==> src/rtl/regwr_pkg.sv <==
// Shared constants and helpers for the register-storage write arbiter.
// Optional feature macro: REGWR_GRANT_CNT_EN (see regstorage_write_arbiter).
package regwr_pkg;

  localparam int unsigned DEF_DATA_W = 8;
  localparam int unsigned DEF_ADDR_W = 2;
  localparam int unsigned NUM_REGS   = 4;

  // Round-robin successor of idx among n requesters.
  function automatic int unsigned rr_next(input int unsigned idx, input int unsigned n);
    return (idx + 1) % n;
  endfunction

endpackage

==> src/rtl/regwr_rr_pick.sv <==
// Round-robin picker: first set bit of mask_i scanning upward from start_i,
// wrapping from N-1 to 0. Returns one-hot, binary index and a found flag.
module regwr_rr_pick #(
  parameter int unsigned N  = 4,
  parameter int unsigned PW = (N > 1) ? $clog2(N) : 1
) (
  input  logic [N-1:0]  mask_i,
  input  logic [PW-1:0] start_i,
  output logic [N-1:0]  onehot_o,
  output logic [PW-1:0] idx_o,
  output logic          found_o
);

  logic [PW-1:0] cand;

  // Scan N positions starting at start_i; the first requesting one wins.
  always_comb begin
    onehot_o = '0;
    idx_o    = '0;
    found_o  = 1'b0;
    cand     = '0;
    for (int unsigned i = 0; i < N; i++) begin
      cand = PW'((32'(start_i) + i) % N);
      if (!found_o && mask_i[cand]) begin
        found_o        = 1'b1;
        idx_o          = cand;
        onehot_o[cand] = 1'b1;
      end
    end
  end

endmodule

==> src/rtl/regstorage_write_arbiter.sv <==
// Shares storage write ports A and B between NUM_REQ requesters, up to two
// grants per cycle, round-robin fair, never two writes to one address.
// Define REGWR_GRANT_CNT_EN to add a saturating accepted-write counter port.
module regstorage_write_arbiter
  import regwr_pkg::*;
#(
  parameter int unsigned NUM_REQ = 4,
  parameter int unsigned DATA_W  = DEF_DATA_W,
  parameter int unsigned ADDR_W  = DEF_ADDR_W
) (
  input  logic                      CLK,
  input  logic                      RST,
  input  logic [NUM_REQ-1:0]        req_valid,
  input  logic [NUM_REQ*ADDR_W-1:0] req_addr,
  input  logic [NUM_REQ*DATA_W-1:0] req_data,
  output logic [NUM_REQ-1:0]        req_ready,
  input  logic                      hold,
  output logic                      write_enable_A,
  output logic [ADDR_W-1:0]         write_address_A,
  output logic [DATA_W-1:0]         data_input_A,
  output logic                      write_enable_B,
  output logic [ADDR_W-1:0]         write_address_B,
  output logic [DATA_W-1:0]         data_input_B,
  output logic                      collision
`ifdef REGWR_GRANT_CNT_EN
  ,
  output logic [15:0]               grant_count
`endif
);

  localparam int unsigned PW = (NUM_REQ > 1) ? $clog2(NUM_REQ) : 1;

  logic [ADDR_W-1:0] addr_arr [NUM_REQ];
  logic [DATA_W-1:0] data_arr [NUM_REQ];

  for (genvar g = 0; g < NUM_REQ; g++) begin : g_unpack
    assign addr_arr[g] = req_addr[g*ADDR_W +: ADDR_W];
    assign data_arr[g] = req_data[g*DATA_W +: DATA_W];
  end

  logic [PW-1:0]      rr_q, rr_d;
  logic [NUM_REQ-1:0] mask_a, mask_b, same_a;
  logic [NUM_REQ-1:0] oh_a, oh_b;
  logic [PW-1:0]      idx_a, idx_b;
  logic               found_a, found_b;
  logic [ADDR_W-1:0]  addr_a;
  logic               collision_d;

  logic               we_a_q, we_b_q, col_q;
  logic [ADDR_W-1:0]  addr_a_q, addr_b_q;
  logic [DATA_W-1:0]  data_a_q, data_b_q;

  assign mask_a = hold ? '0 : req_valid;

  regwr_rr_pick #(.N(NUM_REQ), .PW(PW)) u_pick_a (
    .mask_i  (mask_a),
    .start_i (rr_q),
    .onehot_o(oh_a),
    .idx_o   (idx_a),
    .found_o (found_a)
  );

  assign addr_a = addr_arr[idx_a];

  // Requesters sharing slot A's address stall this cycle and flag a collision.
  always_comb begin
    same_a = '0;
    for (int unsigned i = 0; i < NUM_REQ; i++) begin
      same_a[i] = found_a && mask_a[i] && (addr_arr[i] == addr_a);
    end
    mask_b      = mask_a & ~oh_a & ~same_a;
    collision_d = |(same_a & ~oh_a);
  end

  // Starting B's scan at rr_q is equivalent to continuing past A, since A is
  // the first valid requester from rr_q and it is removed from mask_b.
  regwr_rr_pick #(.N(NUM_REQ), .PW(PW)) u_pick_b (
    .mask_i  (mask_b),
    .start_i (rr_q),
    .onehot_o(oh_b),
    .idx_o   (idx_b),
    .found_o (found_b)
  );

  assign req_ready = oh_a | oh_b;

  // Pointer advances past the last granted requester (B follows A in scan order).
  always_comb begin
    rr_d = rr_q;
    if (found_b) begin
      rr_d = PW'(rr_next(32'(idx_b), NUM_REQ));
    end else if (found_a) begin
      rr_d = PW'(rr_next(32'(idx_a), NUM_REQ));
    end
  end

  // Pointer, write-port output registers and collision flag.
  always_ff @(posedge CLK or posedge RST) begin
    if (RST) begin
      rr_q     <= '0;
      we_a_q   <= 1'b0;
      we_b_q   <= 1'b0;
      addr_a_q <= '0;
      addr_b_q <= '0;
      data_a_q <= '0;
      data_b_q <= '0;
      col_q    <= 1'b0;
    end else begin
      rr_q     <= rr_d;
      we_a_q   <= found_a;
      we_b_q   <= found_b;
      addr_a_q <= addr_a;
      addr_b_q <= addr_arr[idx_b];
      data_a_q <= data_arr[idx_a];
      data_b_q <= data_arr[idx_b];
      col_q    <= collision_d;
    end
  end

  assign write_enable_A  = we_a_q;
  assign write_address_A = addr_a_q;
  assign data_input_A    = data_a_q;
  assign write_enable_B  = we_b_q;
  assign write_address_B = addr_b_q;
  assign data_input_B    = data_b_q;
  assign collision       = col_q;

`ifdef REGWR_GRANT_CNT_EN
  logic [15:0] cnt_q;
  logic [16:0] cnt_sum;

  assign cnt_sum = {1'b0, cnt_q} + 17'(found_a) + 17'(found_b);

  // Saturating count of accepted writes.
  always_ff @(posedge CLK or posedge RST) begin
    if (RST) begin
      cnt_q <= '0;
    end else begin
      cnt_q <= cnt_sum[16] ? '1 : cnt_sum[15:0];
    end
  end

  assign grant_count = cnt_q;
`endif

endmodule

==> config.mk <==
export PLATFORM = sky130hd
export DESIGN_NAME = regstorage_write_arbiter
export DESIGN_NICKNAME = d
export VERILOG_FILES = /design/src/rtl/regwr_pkg.sv /design/src/rtl/regwr_rr_pick.sv /design/src/rtl/regstorage_write_arbiter.sv
export SDC_FILE = /design/constraint.sdc
export NUM_CORES = 1
export LEC_CHECK = 0
export BUFFER_PORTS_ARGS = -buffer_cell sky130_fd_sc_hd__buf_2
export CORE_MARGIN = 2
export CORE_UTILIZATION = 56
export DETAILED_ROUTE_END_ITERATION = 8
export MAX_ROUTING_LAYER = met4
export PLACE_DENSITY_LB_ADDON = 0.05
export SLEW_MARGIN = 20
export SYNTH_ARGS = -nofsm -noshare
export SYNTH_HDL_FRONTEND = slang
export SYNTH_SLANG_ARGS = --single-unit
==> constraint.sdc <==
create_clock -name CLK -period 8.8 [get_ports CLK]
set_input_delay 0.88 -clock CLK [delete_from_list [all_inputs] [get_ports CLK]]
set_output_delay 0.88 -clock CLK [all_outputs]
set_load 0.01 [all_outputs]
Word level (Yosys, flattened, before mapping)
Index checks and enable logic that the tools add are counted.

Add/subtract/negate cells: 5. Magnitude comparators: 10. Equality and inequality tests: 4. Multiplexer cells: 63. Bitwise operators: 14. Reduce and logical (&&, ||, !) cells: 26.

Operator list (count): two-way mux 4 bit (9); binary-select mux 8 bit (select 2 bit) (2); two-way mux 8 bit (4); two-way mux 2 bit (14); bitwise OR 4 bit (7); two-way mux 1 bit (20); logical AND 1 bit (18); binary-select mux 1 bit (select 2 bit) (8); bitwise AND 4 bit (3); less-than comparator 2 x 3 -> 1 bit (second input constant) (4); binary-select mux 2 bit (select 2 bit) (2); demux 1 bit (select 2 bit) (4); == test 2 bit (4); >= comparator 2 x 1 -> 1 bit (second input constant) (4); inverter 4 bit (2); adder 2 x 1 -> 2 bit (second input constant) (3); >= comparator 3 bit (second input constant) (2); zero test 1 bit (6); inverter 2 -> 3 bit (2); adder 2 bit (second input constant) (2); OR reduction 4 bit (1); nonzero test 2 bit (1).

Register bits after elaboration: 25. Bits of input ports: 47. Output and inout port bits: 27. Logic and storage cells: 130.

Logic depth before layout (Yosys ltp)
Depth after elaboration: 37. Depth in mapped cells: 19. Mapped depth without buffers: 15.

Modules after synthesis
Synthesis repeated with hierarchy kept, for this count alone.

Cell total of the unflattened synthesis: 210. Area, all modules: 2453.6 um2.

By module, submodules not included: regstorage_write_arbiter (times used 1, cells an instance 120, area an instance 1610.3 um2, seq. area each 625.6 um2); regwr_rr_pick (times used 2, cells an instance 45, area an instance 421.7 um2, seq. area each 0.0 um2).

Worst setup path after synthesis
No wires, ideal clock.

Path kind: register to output. Start: register rr_q[0]. End: output req_ready[3]. Arrival time: 3971 ps. Required time: 7920 ps. Slack: 3949 ps. Cell stages (with the launch flop): 17. Buffers on the path: 3. Path through: dfrtp_1 > buf_6 > buf_12 > clkinv_1 > ha_1 > or2_2 > o22ai_2 > nor2b_2 > o32a_1 > buf_6 > mux2i_4 > xnor2_2 > a21oi_2 > or3_1 > nor4_1 > o21ai_0 > nand3_1.

Cells in the longest elaborated chain, start to end: 33. Elaborated cells between the ends (all ways): 97. Classes of those cells: add/sub (3); order compare (8); eq/ne (4); mux (46); bitwise (12); reduce/logical (24).

Ends and longest elaborated chain: from (decl) (RTL line regstorage_write_arbiter.sv:41) `logic [PW-1:0] rr_q, rr_d;`; from (signal assigned) (RTL line regstorage_write_arbiter.sv:109) `rr_q <= rr_d;`; parallel branches: the longest is 11 deep, another holds adder 2 x 1 -> 2 bit; two-way mux 2 bit (*) (RTL line regwr_rr_pick.sv:24) `if (!found_o && mask_i[cand]) begin`; inverter 2 -> 3 bit (not written as such) (*) (RTL line regstorage_write_arbiter.sv:63) `assign addr_a = addr_arr[idx_a];`; binary-select mux 2 bit (select 2 bit) (*) (RTL line regstorage_write_arbiter.sv:63); two-way mux 2 bit (not written as such) (*) (2 in series) (RTL line regstorage_write_arbiter.sv:63); via addr_a[0] (RTL line regstorage_write_arbiter.sv:46) `logic [ADDR_W-1:0] addr_a;`; == test 2 bit (RTL line regstorage_write_arbiter.sv:69) `same_a[i] = found_a && mask_a[i] && (addr_arr[i] == addr_a);`; logical AND 1 bit (RTL line regstorage_write_arbiter.sv:69); [... 7 more ...]; two-way mux 1 bit (RTL line regwr_rr_pick.sv:24); zero test 1 bit (RTL line regwr_rr_pick.sv:24); logical AND 1 bit (RTL line regwr_rr_pick.sv:24); two-way mux 1 bit (RTL line regwr_rr_pick.sv:24); zero test 1 bit (RTL line regwr_rr_pick.sv:24); logical AND 1 bit (RTL line regwr_rr_pick.sv:24); two-way mux 4 bit (*) (RTL line regwr_rr_pick.sv:24); bitwise OR 4 bit (*) (RTL line regstorage_write_arbiter.sv:85) `assign req_ready = oh_a | oh_b;`; to (decl) (RTL line regstorage_write_arbiter.sv:16) `output logic [NUM_REQ-1:0] req_ready,`.

Mark *: on every way through the listed nets, which the timed path passes. The select of a mux whose other input is x is not followed.

Worst setup path in the final report
Start: register rr_q[0]. End: output req_ready[0].

Same word-level chain as after synthesis.

==> summary.md <==
| Metric | Value |
|---|---|
| Outcome | `complete, no violations` |
| Worst path top cell family by delay | `simple AND/OR/NAND/NOR gates` |
| Slowest Stage Delay on Critical Path | `0.86 ns` |
| Largest net degree at the start of global routing | `29` |
| Top cell type's share of synthesized area | `0.2616` |
| Critical Path RT | `7.92 ns` |
| Final core occ | `0.6805` |
| Pint | `0.5218 mW` |
| Sequential share of the synthesized area | `0.2616` |
| Final cell count without fillers | `359` |
| Die Ht | `69.35 µm` |
| Netlist Area Pre-Place | `roughly 2400 µm²` |
| CTS root buffer | `clkbuf_8` |
| DP Cell Count | `355` |
| Worst slew pin tran | `1.119 ns` |
| Nets@finish | `364` |
| Initial core utilization | `0.5893` |
| Top post-synthesis cells by area | `dfrtp_1 (26%), mux2i_1 (20%), ha_1 (3.7%)` |
| Post-synth EDFFs | `0` |
| Antenna diodes | `0` |
| ANT nets after route | `0` |
| Vias per cell | `6.092` |
| HP Class | `in -> async` |
| Antenna violations before repair | `0` |
| Worst setup EP type | `output pin` |
| Worst path cell trace | `clkinv_1 -> ha_1 -> or2_2 -> o22ai_2 -> a2111oi_4 -> o32a_1 -> buf_4 -> mux2i_4 -> xnor2_2 -> a21oi_2 -> or3_1 -> nor4_1 -> o21ai_0 -> nand4_1 -> buf_2` |
| CTS buffer count | `3` |
| Final Wtd Congestion | `0.8712` |
| Post-synth top flop | `dfrtp_1` |
| Post-DP HPWL | `roughly 4500 µm` |
| CP Data Arrival Time | `5.86 ns` |
| Combinational Power Share | `0.732` |
| Syn Inst Count | `247` |
| Share of layout cells above drive strength 1 | `0.3204` |
| Core Rows | `23` |
| H-tree depth | `1` |
| Crit share post-route | `0.7660` |
| Setup Viol. Count Final | `0` |
| Overall Global Routing Usage | `0.2584` |
| Clk buf depth | `2` |
| Tmin final | `6.741 ns` |
| Hold_buf cts | `0` |
| Die width | `69.35 µm` |
| Post-synth ARST share | `1.000` |
| Crit path max fanout | `28` |
| Via count | `2187` |
| FF+latch count, synth | `25` |
| Clock sink count | `25` |
| Cell with the most instances after synthesis | `mux2i_1` |
| Residual DRC | `0` |
| Top cells by count, synth | `mux2i_1 (48), dfrtp_1 (25), nand2_1 (16), a21oi_1 (15), a211oi_1 (11)` |
| P_leak | `1.252 nW` |
| P per Cell Area | `~370 nW/µm²` |
| Post-Place Setup Slack | `2.477 ns` |
| Total power | `1.022 mW` |
| Sequential Power Share | `0.201` |
| Fmax | `0.1483 GHz` |
| Total gr overflow | `0` |
| Reg2Reg Setup Slack | `2.81 ns` |
| Rel. slew slack | `0.2541` |
| WL per Instance | `16.60 µm` |
| Unrepaired setup endpoints after global routing | `no` |
| Fin. Hold Viols | `0` |
| Startpoint Class | `register` |
| TritonCTS clock tree | `built` |
| Clock Power Share | `0.067` |
| Area grow syn2layout | `15.49%` |
| Post-Syn Nets | `301` |
| Post-CTS Resized | `0` |
| Crit path buffers/inverters | `3` |
| Hold Slack | `0.6476 ns` |
| Switching share of power | `0.4897` |
| Average cell area after synthesis | `around 9.7 µm²` |
| Vias in the first global route | `2079` |
| IO Count | `74` |
| Number of setup buffers added after CTS | `0` |
| MaxCap Viol Count | `0` |
| Clock latency at the later pin of the worst-skew pair | `0.27 ns` |
| Setup CP Type | `reg -> out` |
| Cell area after layout | `2761 µm²` |
| Max VDD drop | `257.9 µV` |
| Synth area leader | `dfrtp_1` |
| DRT Wirelength | `approximately 6000 µm` |
| Die ar. | `4809 µm²` |
| Setup Skew | `between 0.002 and 0.0025 ns` |
| Synth warn | `0` |
| Area after DPL | `2715 µm²` |
| Clock-pin slew on the worst setup and hold paths | `0.09 ns` |
| Max Transition Viols Final | `0` |
| Drt first pass iters | `5` |
| Crit path setup slack, layout | `~2 ns` |
| Buffers added on ports | `73` |
| First-pass GRT wire length | `around 10000 µm` |
| P_sw | `~0.50 mW` |
| Crit path max-delay cell type | `dfrtp_1` |
| Iter 0 DRT Violations | `198` |
| Core outline area | `4058 µm²` |
| Setup_tns | `0 ns` |
| Post-synth cell types | `57` |
cells by family (layout without fill, tap and decap cells):
| kind of cell | count (synthesis) | after routing | share of synthesized area |
|---|---|---|---|
| mux | 52 | 52 | 0.2292 |
| compound gates | 74 | 74 | 0.2418 |
| fa+ha+maj | 7 | 7 | 0.03663 |
| buf+inv | 24 | 86 | 0.06070 |
| flops | 25 | 25 | 0.2616 |
| xor+xnor | 9 | 9 | 0.04552 |
| simple gates | 56 | 56 | 0.1245 |
sequential cells by signal, summed over array words and instances (netlist names):
signal           flops
write_enable_B       1
collision            1
rr_q                 2
write_enable_A       1
write_address_A      2
data_input_A         8
write_address_B      2
data_input_B         8
final cells by class:
cell class                 count  area (µm²)
tap                           50       62.56
sequential                    25       625.6
multi-input combinational    198        1620
timing repair buffer          75       380.4
clock inverter                 1       5.005
inverter                       7       26.28
clock buffer                   3       41.29
fill                         341        1296
metal layers:
metal	share of wire	wire, µm	global-route usage	up-vias
met5	0	0	-	-
met4	0.0027	16	0.02614	0
met3	0.068	403	0.04215	4
met2	0.49	2932	0.4306	99
met1	0.44	2606	0.3446	1025
li1	-	-	-	1059
worst paths after layout:
path,endpoint,startpoint,cells after the start
min in group CLK,data_input_A[6],req_data[30],3
setup reg to reg,data_input_B[0],rr_q[0],13
setup / recovery,req_ready[0],rr_q[0],15
max in group asynchronous,rr_q[0],RST,2
hold reg to reg,rr_q[1],rr_q[1],4
hold / removal,data_input_B[0],RST,2
power by group through the flow:
stage	sequential (mW)	combinational (mW)	clock, mW
2_1_floorplan	0.223	0.579	0
5_1_grt	0.212	0.813	0.0759
3_5_place_dp	0.208	0.741	0
4_1_cts	0.205	0.745	0.0702
3_3_place_gp	0.209	0.729	0
6_report	0.206	0.748	0.0688
cells in the final DEF (no fill, tap or decap), drive strengths merged, types with 2 or more instances in the layout:
cell type and instances:
or2 2, nor4 3, ha 7, inv 6
a21oi 17, or3 2, nand2b 5, o21a 2
nor3 2, nand4 2, o221ai 2, buf 75
dfrtp 25, nor2b 9, a2111oi 2, mux2 2
clkbuf 3, o22ai 5, nand3 7, xnor2 8
clkinv 2, a211o 3, a211oi 11, nand2 16
a21o 4, a22oi 8, nor2 4, o32a 2
mux2i 50, o21ai 8
Power figures use the tool's default switching activity.
